===== src/rtl/sprite_rom_arbiter.sv =====
// Round-robin sharing of one synchronous sprite ROM port between two pixel requesters.
// A tag pipeline matched to the ROM latency steers each returned palette index to its issuer.
module sprite_rom_arbiter #(
    parameter int ADDR_W  = 10,
    parameter int DATA_W  = 4,
    parameter int ROM_LAT = 1
) (
    input  logic              vga_clk,
    input  logic              reset,
    input  logic              req0_valid,
    input  logic [ADDR_W-1:0] req0_addr,
    output logic              req0_ready,
    input  logic              req1_valid,
    input  logic [ADDR_W-1:0] req1_addr,
    output logic              req1_ready,
    output logic              rom_en,
    output logic [ADDR_W-1:0] rom_addr,
    input  logic [DATA_W-1:0] rom_q,
    output logic              rsp0_valid,
    output logic [DATA_W-1:0] rsp0_data,
    output logic              rsp1_valid,
    output logic [DATA_W-1:0] rsp1_data,
    output logic              last_grant
);

    generate
        if (ROM_LAT < 1 || ROM_LAT > 2) begin : g_lat_chk
            $error("sprite_rom_arbiter: ROM_LAT must be 1 or 2");
        end
    endgenerate

    logic               gnt0, gnt1;
    logic               prio;       // 0: requester 0 wins a tie, 1: requester 1 wins
    logic [ROM_LAT-1:0] vld_pipe;
    logic [ROM_LAT-1:0] id_pipe;

    always_comb begin
        gnt0 = 1'b0;
        gnt1 = 1'b0;
        if (!reset) begin
            gnt0 = req0_valid & (~req1_valid | ~prio);
            gnt1 = req1_valid & (~req0_valid |  prio);
        end
    end

    assign req0_ready = gnt0;
    assign req1_ready = gnt1;
    assign rom_en     = gnt0 | gnt1;
    assign rom_addr   = gnt0 ? req0_addr : (gnt1 ? req1_addr : '0);

    // prio tracks ~last_grant once anything is granted, but starts on requester 0 out of reset
    always_ff @(posedge vga_clk or posedge reset) begin
        if (reset) begin
            prio       <= 1'b0;
            last_grant <= 1'b0;
            vld_pipe   <= '0;
            id_pipe    <= '0;
        end else begin
            if (rom_en) begin
                last_grant <= gnt1;
                prio       <= ~gnt1;
            end
            vld_pipe[0] <= rom_en;
            id_pipe[0]  <= gnt1;
            for (int i = 1; i < ROM_LAT; i++) begin
                vld_pipe[i] <= vld_pipe[i-1];
                id_pipe[i]  <= id_pipe[i-1];
            end
        end
    end

    always_ff @(posedge vga_clk or posedge reset) begin
        if (reset) begin
            rsp0_valid <= 1'b0;
            rsp0_data  <= '0;
            rsp1_valid <= 1'b0;
            rsp1_data  <= '0;
        end else begin
            rsp0_valid <= vld_pipe[ROM_LAT-1] & ~id_pipe[ROM_LAT-1];
            rsp1_valid <= vld_pipe[ROM_LAT-1] &  id_pipe[ROM_LAT-1];
            if (vld_pipe[ROM_LAT-1] && !id_pipe[ROM_LAT-1])
                rsp0_data <= rom_q;
            if (vld_pipe[ROM_LAT-1] && id_pipe[ROM_LAT-1])
                rsp1_data <= rom_q;
        end
    end

endmodule

===== config.mk =====
export PLATFORM = sky130hd
export DESIGN_NAME = sprite_rom_arbiter
export DESIGN_NICKNAME = d
export VERILOG_FILES = /design/src/rtl/sprite_rom_arbiter.sv
export SDC_FILE = /design/constraint.sdc
export NUM_CORES = 1
export LEC_CHECK = 0
export BUFFER_PORTS_ARGS = -buffer_cell sky130_fd_sc_hd__buf_2
export CAP_MARGIN = 15
export CORE_ASPECT_RATIO = 0.7
export CORE_MARGIN = 3
export CORE_UTILIZATION = 42
export DETAILED_ROUTE_END_ITERATION = 8
export HOLD_SLACK_MARGIN = 0.03
export MAX_ROUTING_LAYER = met4
export PLACE_DENSITY = 0.79
export SLEW_MARGIN = 15
export SYNTH_ARGS = -nofsm -noshare
export SYNTH_HDL_FRONTEND = slang
export SYNTH_SLANG_ARGS = --single-unit

===== constraint.sdc =====
create_clock -name vga_clk -period 1.3 [get_ports vga_clk]
set_input_delay 0.13 -clock vga_clk [delete_from_list [all_inputs] [get_ports vga_clk]]
set_output_delay 0.13 -clock vga_clk [all_outputs]
set_load 0.05 [all_outputs]

==> reports/qor.yml <==
drtPass1Iterations: 4
htreeDepth: 1
clk_pin_slew_ns: 0.08
post-route-period-util: 1.202
hold_ws_ns: 0.09264
r2r-end: "prio$_DFFE_PP0P_"
crit_start: "prio$_DFFE_PP0P_"
timing.rr.start: "prio$_DFFE_PP0P_"
cp.arrival_ns: 1.43
drc: 0
die-width_um: 59.99
final_cell_mix: "buf_2 (39), nand2b_1 (22), dfrtp_1 (13)"
core_um2: 1742
place_congestion: 0.7168
start_util: 0.4921
cp-start-kind: "flop"
maxCapViolations: 0
post_drt_wl_per_cell_um: 18.95
vias: 827
setup-violations-final: 12
ctsHoldBuffers: 0
ys_types: 14
yosysWarningCount: 0
rows: 12
dp_hpwl_um: 1605
grt_max_degree: 26
tritoncts: "built"
ant_nets: 0
r2r_slack_ns: 0.18
ios: 52
finalCriticalPeriod_ns: 1.562
mostFrequentLayoutCell: "buf_2"
violations: "setup timing"
drt-total-wl_um: 2804
fin_setup_tns_ns: -2.699
synth_seq_cells: 14
yosysSeqAreaShare: 0.4088
syn_area_um2: 857.1
grt_pass1_vias: 867
p_per_area_nw_per_um2: 1241
antenna_found_initial: 0
die_y_um: 43.80
grt_usage: 0.2246
hp-class: "in2async"
synth_cells: 72
die-area_um2: 2627
clock_sinks: 14
diodes: 0
cts_max_path_buffers: 2
grt_first_pass_wirelength_um: 4153
leakage_nw: 0.6340
max_freq_mhz: 640.1
cp_max_fo: 6
rsz0062_at_grt: "yes"
vias_per_cell: 5.588
hold_violations: 0
finClkSkew_ns: 0.003473
io_buffers: 51
finalNetCount: 156
maxSlewHeadroom: 0.6736
finalWorstSetupSlack_ns: -0.2622
tightest_slew_ns: 0.4889
numCtsBuffers: 3
end_kind: "output pin"
reg2regPathDepth: 3
ir_drop_uv: 1085
worstPathRequired_ns: 1.17
clk_latency_ns: 0.28
grt_overflow: 0
layout-drive-gt1-share: 0.6535
syn2layout_area_growth_pct: 65.69
crit_type: "reg2out"
syn_nets: 100
outcome: "complete, but fails checks"
final_max_slew_viol_count: 0
root_buffer: "clkbuf_4"
postSynthAreaPerCell_um2: 11.90
drtIter0Drc: 36
-- what timing repair did --
| action | CTS | global route |
|---|---|---|
| setup buffers | 1 | 0 |
| gates resized for setup | 34 | 7 |
| cloned | 2 | 0 |
| endpoints found under the setup margin | 12 | 12 |
| pin swaps | 5 | 8 |
-- stage by stage --
stage / setup WS (ns) / cell area (um^2) / util / total power [W] / std cells
floorplan: -0.1670 / 874.6 / - / 0.001116 / 72
global placement: 0.02142 / 1119 / 0.6422 / 0.001253 / 141
detailed placement: 0.007142 / 1119 / 0.6422 / 0.001272 / 141
CTS: -0.2220 / 1375 / 0.7895 / 0.001728 / 148
global route: -0.2834 / 1420 / 0.8154 / 0.001822 / 148
finish: -0.2622 / 1420 / 0.8154 / 0.001763 / 148
-- layer usage --
metal	wire, um	track usage	vias up
li1	-	-	369
met2	1550	0.3922	38
met1	1094	0.2594	416
met5	0	-	-
met3	122	0.05952	4
met4	36	0.03982	0
-- worst max-delay path, stage by stage, from the launching register on --
cell and delay [ns]:
dfrtp_2 0.47, nor2b_4 0.08, clkbuf_16 0.17, o32ai_4 0.23
buf_6 0.20
-- cells by family after synthesis --
logic type             Yosys count  share of synthesized area
AO/OA/AOI/OAI                   13                     0.2131
buffers and inverters            9                    0.07444
flip-flops                      14                     0.4088
multiplexers                     8                     0.1051
AND/OR/NAND/NOR                 28                     0.1985
-- final cells by class --
| cell class | count | area [um^2] |
|---|---|---|
| flip-flops and latches | 14 | 351.6 |
| clock buffers | 4 | 36.28 |
| repair buffers | 54 | 386.6 |
| inverters | 5 | 18.77 |
| well taps | 21 | 26.28 |
| fillers | 94 | 321.6 |
| multi-input cells | 50 | 600.6 |
-- worst max-delay path by stage --
stage,slack [ns],end
global placement,0.02,rom_addr[4]
global route,-0.28,rom_addr[0]
finish,-0.26,rom_addr[0]
detailed placement,0.007,rom_addr[9]
CTS,-0.22,rom_addr[2]
floorplan,-0.17,rom_addr[0]
-- report_power, final --
part / internal [W] / switching (W) / total [W] / leakage (nW)
Combinational: 0.000309 / 0.000588 / 0.000897 / 0.445
Sequential: 0.000510 / 0.0000498 / 0.000560 / 0.168
Clock: 0.000170 / 0.000136 / 0.000307 / 0.0210
Total: 0.000989 / 0.000774 / 0.00176 / 0.634
-- registers in the layout, indices dropped and copies added, names as in the netlist --
signal / flops
prio: 1
rsp1_data: 4
rsp0_valid: 1
vld_pipe: 1
id_pipe: 1
rsp1_valid: 1
rsp0_data: 4
last_grant: 1
-- Yosys cell counts (all sizes together) --
cell type  count  area (um^2)
nand2b        22        137.6
dfrtp         14        350.3
o32ai         10        155.1
mux2           8        90.09
inv            5        18.76
buf            4        45.04
nor2           4        15.01
a21bo          1        10.01
a22o           1        8.760
a2bb2oi        1        8.760
nand2          1        3.750
nor2b          1        13.76
(Power assumes the default switching activity.)
